File: config.mk
export PLATFORM = sky130hd
export DESIGN_NAME = pipelined_shifter
export DESIGN_NICKNAME = d
export VERILOG_FILES = /design/src/rtl/shifter_pkg.sv /design/src/rtl/shift_level.sv /design/src/rtl/pipelined_shifter.sv
export SDC_FILE = /design/constraint.sdc
export NUM_CORES = 1
export LEC_CHECK = 0
export ABC_AREA = 0
export CAP_MARGIN = 20
export CORE_UTILIZATION = 45
export CTS_BUF_LIST = sky130_fd_sc_hd__clkbuf_16
export CTS_CLUSTER_DIAMETER = 80
export CTS_CLUSTER_SIZE = 12
export DETAILED_ROUTE_END_ITERATION = 6
export PLACE_DENSITY = 0.66
export SYNTH_ARGS = -nofsm -noshare
export SYNTH_HDL_FRONTEND = slang
export SYNTH_SLANG_ARGS = --single-unit
File: constraint.sdc
create_clock -name clk -period 3.4 [get_ports clk]
set_input_delay 0.85 -clock clk [delete_from_list [all_inputs] [get_ports clk]]
set_output_delay 0.85 -clock clk [all_outputs]
set_load 0.05 [all_outputs]
File: src/rtl/shifter_pkg.sv
// Shared definitions for the pipelined barrel shifter: operation encodings,
// a constant-foldable clog2 and the widest legal stage payload layout.
package shifter_pkg;

  localparam logic [1:0] SH_LSL = 2'b00;
  localparam logic [1:0] SH_LSR = 2'b01;
  localparam logic [1:0] SH_ASR = 2'b10;
  localparam logic [1:0] SH_ROR = 2'b11;

  localparam int MAX_W  = 64;
  localparam int MAX_SW = 6;

  // Ceiling log2, usable in parameter expressions.
  function automatic int clog2(input int n);
    int r;
    r = 0;
    while ((1 << r) < n) r++;
    return r;
  endfunction

  // Payload carried between register slices, sized for the widest shifter.
  // The top keeps a W-sized copy of the same field layout so no dead bits
  // are registered in narrower builds.
  typedef struct packed {
    logic [MAX_W-1:0]  data;
    logic [1:0]        ctrl;
    logic [MAX_SW-1:0] shamt;
    logic              carry;
  } stage_payload_t;

endpackage

File: src/rtl/shift_level.sv
// One combinational level of the barrel shifter: shifts or rotates by the
// fixed amount AMT when enabled and updates the running shifter carry.
module shift_level
  import shifter_pkg::*;
#(
  parameter int W   = 32,
  parameter int AMT = 1
) (
  input  logic [W-1:0] data_i,
  input  logic [1:0]   ctrl_i,
  input  logic         en_i,
  input  logic         carry_i,
  output logic [W-1:0] data_o,
  output logic         carry_o
);

  logic [W-1:0] shifted;
  logic         shout;

  // Shift by AMT and pick the last bit that falls off the end.
  always_comb begin
    shifted = data_i;
    shout   = carry_i;
    case (ctrl_i)
      SH_LSL: begin
        shifted = data_i << AMT;
        shout   = data_i[W-AMT];
      end
      SH_LSR: begin
        shifted = data_i >> AMT;
        shout   = data_i[AMT-1];
      end
      SH_ASR: begin
        shifted = $signed(data_i) >>> AMT;
        shout   = data_i[AMT-1];
      end
      default: begin
        // Rotate: the bit landing in the MSB is the one that wrapped around.
        shifted = (data_i >> AMT) | (data_i << (W - AMT));
        shout   = data_i[AMT-1];
      end
    endcase
  end

  // A disabled level is a straight pass-through for both data and carry.
  always_comb begin
    data_o  = en_i ? shifted : data_i;
    carry_o = en_i ? shout : carry_i;
  end

endmodule

File: src/rtl/pipelined_shifter.sv
// Pipelined barrel shifter with valid/ready flow control. The SW shift levels
// are split into STAGES groups of L levels, LSB-first, with a register slice
// after each group. Each slice holds valid, data, op, shift amount and the
// running carry; empty slices accept data even while downstream is stalled.
module pipelined_shifter
  import shifter_pkg::*;
#(
  parameter int W      = 32,
  parameter int STAGES = 2,
  localparam int SW    = clog2(W)
) (
  input  logic          clk,
  input  logic          rst_n,
  input  logic          in_valid,
  output logic          in_ready,
  input  logic [W-1:0]  in_data,
  input  logic [SW-1:0] shamt,
  input  logic [1:0]    ctrl,
  input  logic          carry_in,
  output logic          out_valid,
  input  logic          out_ready,
  output logic [W-1:0]  out_data,
  output logic          carry_out
);

  // Levels per stage; trailing stages may end up with no levels and act
  // as plain register slices.
  localparam int L = (SW + STAGES - 1) / STAGES;

  typedef struct packed {
    logic [W-1:0]  data;
    logic [1:0]    ctrl;
    logic [SW-1:0] shamt;
    logic          carry;
  } payload_t;

  logic [STAGES-1:0] valid_q;
  payload_t          stage_q [STAGES];
  payload_t          stage_d [STAGES];
  logic [STAGES-1:0] src_valid;
  logic [STAGES-1:0] ready;

  for (genvar k = 0; k < STAGES; k++) begin : g_stage
    localparam int LO  = k * L;
    localparam int HI  = ((k + 1) * L < SW) ? (k + 1) * L : SW;
    localparam int NLV = (HI > LO) ? (HI - LO) : 0;

    payload_t     src;
    logic [W-1:0] dch [NLV+1];
    logic         cch [NLV+1];

    if (k == 0) begin : g_src_in
      assign src.data  = in_data;
      assign src.ctrl  = ctrl;
      assign src.shamt = shamt;
      assign src.carry = carry_in;
      assign src_valid[k] = in_valid;
    end else begin : g_src_reg
      assign src = stage_q[k-1];
      assign src_valid[k] = valid_q[k-1];
    end

    // Slice k can take a new entry unless it and every slice after it are
    // occupied and the consumer is not taking the head.
    assign ready[k] = out_ready | ~(&valid_q[STAGES-1:k]);

    assign dch[0] = src.data;
    assign cch[0] = src.carry;

    for (genvar j = 0; j < NLV; j++) begin : g_lvl
      shift_level #(
        .W   (W),
        .AMT (1 << (LO + j))
      ) u_level (
        .data_i  (dch[j]),
        .ctrl_i  (src.ctrl),
        .en_i    (src.shamt[LO+j]),
        .carry_i (cch[j]),
        .data_o  (dch[j+1]),
        .carry_o (cch[j+1])
      );
    end

    assign stage_d[k].data  = dch[NLV];
    assign stage_d[k].ctrl  = src.ctrl;
    assign stage_d[k].shamt = src.shamt;
    assign stage_d[k].carry = cch[NLV];
  end

  // Advance each slice when it has room; payload only loads with a valid
  // entry so a held or drained slice keeps its contents stable.
  always_ff @(posedge clk or negedge rst_n) begin
    if (!rst_n) begin
      valid_q <= '0;
      for (int k = 0; k < STAGES; k++) begin
        stage_q[k] <= '0;
      end
    end else begin
      for (int k = 0; k < STAGES; k++) begin
        if (ready[k]) begin
          valid_q[k] <= src_valid[k];
          if (src_valid[k]) begin
            stage_q[k] <= stage_d[k];
          end
        end
      end
    end
  end

  assign in_ready  = ready[0];
  assign out_valid = valid_q[STAGES-1];
  assign out_data  = stage_q[STAGES-1].data;
  assign carry_out = stage_q[STAGES-1].carry;

endmodule

==> flow_summary.json, run 1 <==
{
  "syn_nets": 999,
  "synth.distinct_cells": 74,
  "initial_core_util_pct": 46.5,
  "syn-cell-area_um2": 7110,
  "synth_edf_count": 0,
  "drive_gt1_share_pct": 11.7,
  "finClkSkew_ns": 0.00845,
  "fill_cells": 1534,
  "grt_use_total_pct": 35.6,
  "die_h_um": 128,
  "clockRootBuffer": "clkbuf_16",
  "finalCritPeriodShare_pct": 81.9,
  "layout.nets": 1039,
  "relSlewSlack_pct": 48.6,
  "routed_via_density": 6.93,
  "synthArstFlopShare_pct": 100,
  "power_density_nw_per_um2": 518,
  "ys_ff_latch": 72,
  "setup_violations": 0,
  "post-route-util_pct": 54.8,
  "p_leak_nw": 3.24,
  "wire_per_inst_um": 23.6,
  "num_io_pins": 79,
  "ant_nets": 0,
  "top_usage_layer": "met2",
  "antenna_cells": 0,
  "area_delta_synth_final_pct": 18.0,
  "port_buffers": 78,
  "worst_ep_required_time_ns": 3.66,
  "cp-end-kind": "register",
  "status": "complete, no violations",
  "core_area_um2": 15300,
  "peakVddDrop_v": 0.000356,
  "crit_fanout": 6,
  "ctsResizeCount": 0,
  "max-cap-violations": 0,
  "grt-ovfl-total": 0,
  "ys.flop_type": "dfrtp_1",
  "syn_area_per_cell_um2": 7.45,
  "gp_congestion": 1.01,
  "ys_seq_area_share_pct": 25.3,
  "drc": 0,
  "cp_top_family": "compound AO/OA/AOI/OAI gates",
  "worstPathCellList": "clkdlybuf4s50_1 -> or3b_4 -> a31oi_1 -> a21oi_1 -> o221a_1 -> nor3_1",
  "dieArea_um2": 16300,
  "hold_path_class": "input port to async pin",
  "worstSetupPathType": "input port to register",
  "die_w_um": 128,
  "max_slew.worst_pin.slew_ns": 0.752,
  "cts_buffers": 9,
  "worst_hold_slack_ns": 0.411,
  "grt_use_met2_pct": 52.8,
  "rsz0062_at_grt": "false",
  "grt_antenna_before_repair": 0,
  "critPathSlowestCell": "clkdlybuf4s50_1",
  "grt_max_degree": 59,
  "start_kind": "input port",
  "critical_path.max_stage_delay_ns": 0.62,
  "grt_use_met3_pct": 7.01,
  "dr.pass1.iters": 6,
  "ys_warn_count": 0,
  "dp_hpwl_um": 20800,
  "htree_levels": 3,
  "crit_buf_inv": 1,
  "finalCriticalPeriod_ns": 2.78,
  "cts_buffer_depth": 2,
  "max_freq_mhz": 359,
  "fin_tns_setup_ns": 0,
  "worstPathArrival_ns": 3.04,
  "place_ws_ns": 0.324,
  "drt_iter0_drc": 1481,
  "cts_hold_buf": 0,
  "fin_ws_ns": 0.615,
  "slew_viol_final": 0,
  "clock_sinks": 72,
  "grt_pass1_vias": 7659,
  "wl_um": 28600,
  "clk_latency_ns": 0.35,
  "synthCells": 955,
  "grt_pass1_wl_um": 44500,
  "met1_usage_pct": 49.5,
  "postCtsSetupBuffers": 0,
  "num_rows": 45,
  "routed-via-count": 8395,
  "cts_tree": "built",
  "clk_pin_slew_ns": 0.07,
  "hold_viol": 0
}
[where the power goes]
part / internal (W) / leakage, nW / total [W] / switching, W
logic: 0.000720 / 2.23 / 0.00200 / 0.00128
registers: 0.00105 / 0.855 / 0.00131 / 0.000253
clock network: 0.000644 / 0.153 / 0.00105 / 0.000403
[final timing paths]
path	slack [ns]	cells past startpoint	startpoint	endpoint
min	0.41	1	rst_n	g_stage[1].dch[90]$_DFFE_PN0P_
max	0.62	6	in_data[1]	g_stage[1].dch[92]$_DFFE_PN0P_
min in group clk	0.47	2	out_data[16]$_DFFE_PN0P_	out_data[16]$_DFFE_PN0P_
min reg2reg	0.47	2	out_data[16]$_DFFE_PN0P_	out_data[16]$_DFFE_PN0P_
max reg2reg	0.94	6	g_stage[1].src[7]$_DFFE_PN0P_	out_data[21]$_DFFE_PN0P_
max in group asynchronous	2.20	2	rst_n	out_data[2]$_DFFE_PN0P_
[cell usage in the layout, fill, tap and decap left out, types with 27 or more instances in the layout]
cell type	count
clkdlybuf4s50_1	72
dfrtp_1	71
a311oi_1	27
buf_4	46
nor2_1	83
a21oi_1	85
o21ai_0	79
a31oi_1	44
nand2_1	137
nand3_1	40
[kinds of logic (layout without fill, tap and decap cells)]
| kind of cell | after synthesis | in the layout | synth area share (%) |
|---|---|---|---|
| XOR/XNOR | 1 | 1 | 0.123 |
| flip-flops | 72 | 72 | 25.3 |
| buffers and inverters | 105 | 150 | 7.09 |
| AND/OR/NAND/NOR | 351 | 351 | 23.4 |
| multiplexers | 35 | 35 | 6.91 |
| AO/OA/AOI/OAI | 391 | 391 | 37.2 |
[metrics by stage]
step                      std cells  cell area [µm²]  total power, W
after global placement         1195             8070         0.00326
after floorplan                 955             7110         0.00255
after detailed placement       1195             8070         0.00327
after global routing           1211             8400         0.00455
after CTS                      1211             8400         0.00432
final                          1211             8400         0.00435
[area by class of cell]
cell class / count / area [µm²] / share of cell area, %
Clock buffer: 9 / 225 / 2.68
Inverter: 8 / 30.0 / 0.358
Sequential cell: 72 / 1800 / 21.5
Tap cell: 211 / 264 / 3.14
Clock inverter: 7 / 96.3 / 1.15
Multi-Input combinational cell: 778 / 4810 / 57.3
Timing Repair Buffer: 126 / 1170 / 13.9
[sequential cells by signal (all words and copies together), names as in the netlist]
name,count
carry_out,1
g_stage.cch,1
g_stage.dch,32
g_stage.src,4
out_data,32
valid_q,2
[metal layers]
layer / vias to the layer above / wire [µm]
met3: 91 / 3430
met2: 654 / 12300
met1: 3940 / 11500
met4: 0 / 1330
met5: - / 0
li1: 3710 / -
[Yosys cell counts (14+ instances only)]
cell type | number | area share (%)
clkbuf_1 | 47 | 2.5
nand2_1 | 138 | 7.3
nand3_1 | 40 | 2.8
o21ai_0 | 79 | 5.6
o21ai_1 | 14 | 0.98
a21oi_1 | 85 | 6.0
a211oi_1 | 14 | 1.5
buf_2 | 34 | 2.4
dfrtp_1 | 72 | 25
a31oi_1 | 44 | 3.9
nand2b_1 | 19 | 1.7
a311oi_1 | 27 | 3.3
mux2i_1 | 21 | 3.0
nor2_1 | 83 | 4.4
[worst reg2reg max path, stage by stage, from the launching register on]
cell,delay [ns]
dfrtp_1,0.75
xnor2_1,0.19
buf_4,0.21
nor2b_1,0.57
a221o_1,0.25
o21ai_0,0.19
o21ai_0,0.22
Power figures use the tool's default switching activity.
==> run 2: changes to the inputs <==
Clock period 3.4 ns to 2.9 ns, I/O delays scaled along.
==> run 2 against run 1 <==
Net effect:
- register-to-register slack worse by 0.20 ns
- largest power group unchanged
- clock power about the same
- flip-flop and latch count stayed put
- critical path depth shrank 2
- sequential power grew 15%
==> flow_summary.json, run 2 (synthesized netlist as in run 1, its figures left out) <==
{
  "layout_commonest_cell": "nand2_1",
  "num_io_pins": 79,
  "max_freq_mhz": 402,
  "max-cap-violations": 0,
  "clockRootBuffer": "clkbuf_16",
  "r2r-start": "g_stage[1].src[7]$_DFFE_PN0P_",
  "postCtsSetupBuffers": 0,
  "grt_pass1_wl_um": 44200,
  "dieArea_um2": 16300,
  "clk_pin_slew_ns": 0.06,
  "clock_sinks": 72,
  "layout.nets": 1068,
  "num_rows": 45,
  "routed-via-count": 8479,
  "grt_pass1_vias": 7584,
  "ant_nets": 0,
  "p_total_w": 0.00496,
  "setup_violations": 0,
  "fin_tns_setup_ns": 0,
  "dr.pass1.iters": 6,
  "port_buffers": 78,
  "worstSetupPathType": "input port to output pin",
  "drt_iter0_drc": 1453,
  "hold_path_class": "input port to async pin",
  "cts_buffers": 9,
  "grt_antenna_before_repair": 3,
  "start_kind": "input port",
  "crit_fanout": 6,
  "regToRegEndpoint": "out_data[3]$_DFFE_PN0P_",
  "slew_viol_final": 0,
  "cts_hold_buf": 0,
  "rsz0062_at_grt": "false",
  "drc": 0,
  "wire_per_inst_um": 23.0,
  "worst_hold_slack_ns": 0.420,
  "cts_buffer_depth": 2,
  "clk_latency_ns": 0.34,
  "die_h_um": 128,
  "grt-ovfl-total": 0,
  "relSlewSlack_pct": 53.5,
  "rrSetupSlack_ns": 0.74,
  "finalCriticalPeriod_ns": 2.49,
  "drive_gt1_share_pct": 14.2,
  "dp_hpwl_um": 21500,
  "peakVddDrop_v": 0.000272,
  "final_cell_mix": "nand2_1, a21oi_1, nor2_1",
  "grt_max_degree": 67,
  "stdcell_count": 1241,
  "ctsResizeCount": 0,
  "p_leak_nw": 3.39,
  "routed_via_density": 6.83,
  "max_slew.worst_pin.slew_ns": 0.697,
  "wl_um": 28600,
  "die_w_um": 128,
  "finalCritPeriodShare_pct": 85.7,
  "htree_levels": 3,
  "finClkSkew_ns": 0.00630,
  "gp_congestion": 1.03,
  "worstPathArrival_ns": 1.76,
  "fill_cells": 1511,
  "status": "complete, no violations",
  "area_delta_synth_final_pct": 21.7,
  "r2r_cells": 4,
  "cp-end-kind": "output pin",
  "hold_viol": 0,
  "core_area_um2": 15300,
  "numPlacedInstances": 1224,
  "cts_tree": "built",
  "worst_ep_required_time_ns": 2.17,
  "initial_core_util_pct": 46.5,
  "grt_use_total_pct": 35.4,
  "power_density_nw_per_um2": 573
}
-- run 2: cell count changes in the layout (fill, tap and decap cells not counted), sizes merged --
cell and change:
diode +1, clkinv +1, clkinvlp +1, buf +29
bufinv -2
-- run 2: worst max-delay path by stage --
stage | startpoint | to | cells past startpoint | slack [ns]
final | out_ready | in_ready | 4 | 0.41
after global routing | in_data[1] | g_stage[1].dch[70]$_DFFE_PN0P_ | 6 | 0.38
after CTS | out_ready | in_ready | 4 | 0.42
after detailed placement | in_data[1] | g_stage[1].dch[70]$_DFFE_PN0P_ | 6 | 0.19
after global placement | in_data[5] | g_stage[1].dch[72]$_DFFE_PN0P_ | 6 | 0.17
after floorplan | out_ready | g_stage[1].dch[65]$_DFFE_PN0P_ | 6 | 0.46
-- run 2: power by group --
group / switching, W / total (W) / internal, W
sequential: 0.000273 / 0.00151 / 0.00124
combinational: 0.00152 / 0.00242 / 0.000898
clock: 0.000454 / 0.00103 / 0.000578
total: 0.00225 / 0.00496 / 0.00271
-- run 2: layer usage --
| layer | global-route usage (%) | routed length (µm) | vias up |
|---|---|---|---|
| met5 | 0 | 19 | - |
| met4 | 16.3 | 1310 | 4 |
| met3 | 5.76 | 3450 | 122 |
| met2 | 53.9 | 12500 | 665 |
| met1 | 49.2 | 11300 | 3927 |
| li1 | - | - | 3761 |
-- run 2: area by class of cell --
type	instances	area [µm²]	share of cell area [%]
diodes	1	2.50	0.0289
clock buffers	9	225	2.60
clock inverters	7	48.8	0.564
inverters	8	30.0	0.347
multi-input cells	778	4810	55.6
flip-flops and latches	72	1800	20.8
well taps	211	264	3.05
repair buffers	155	1470	17.0
-- run 2: stage by stage --
stage	area (µm²)	util (%)	worst slack (ns)
final	8660	56.5	0.415
after global routing	8650	56.5	0.380
after CTS	8650	56.5	0.421
after detailed placement	8380	54.7	0.187
after global placement	8380	54.7	0.169
after floorplan	7110	-	0.457
-- run 2: worst max-delay path: stages --
cell             delay [ns]
clkdlybuf4s50_1        0.41
nand3b_1               0.27
buf_4                  0.21
buf_12                 0.14
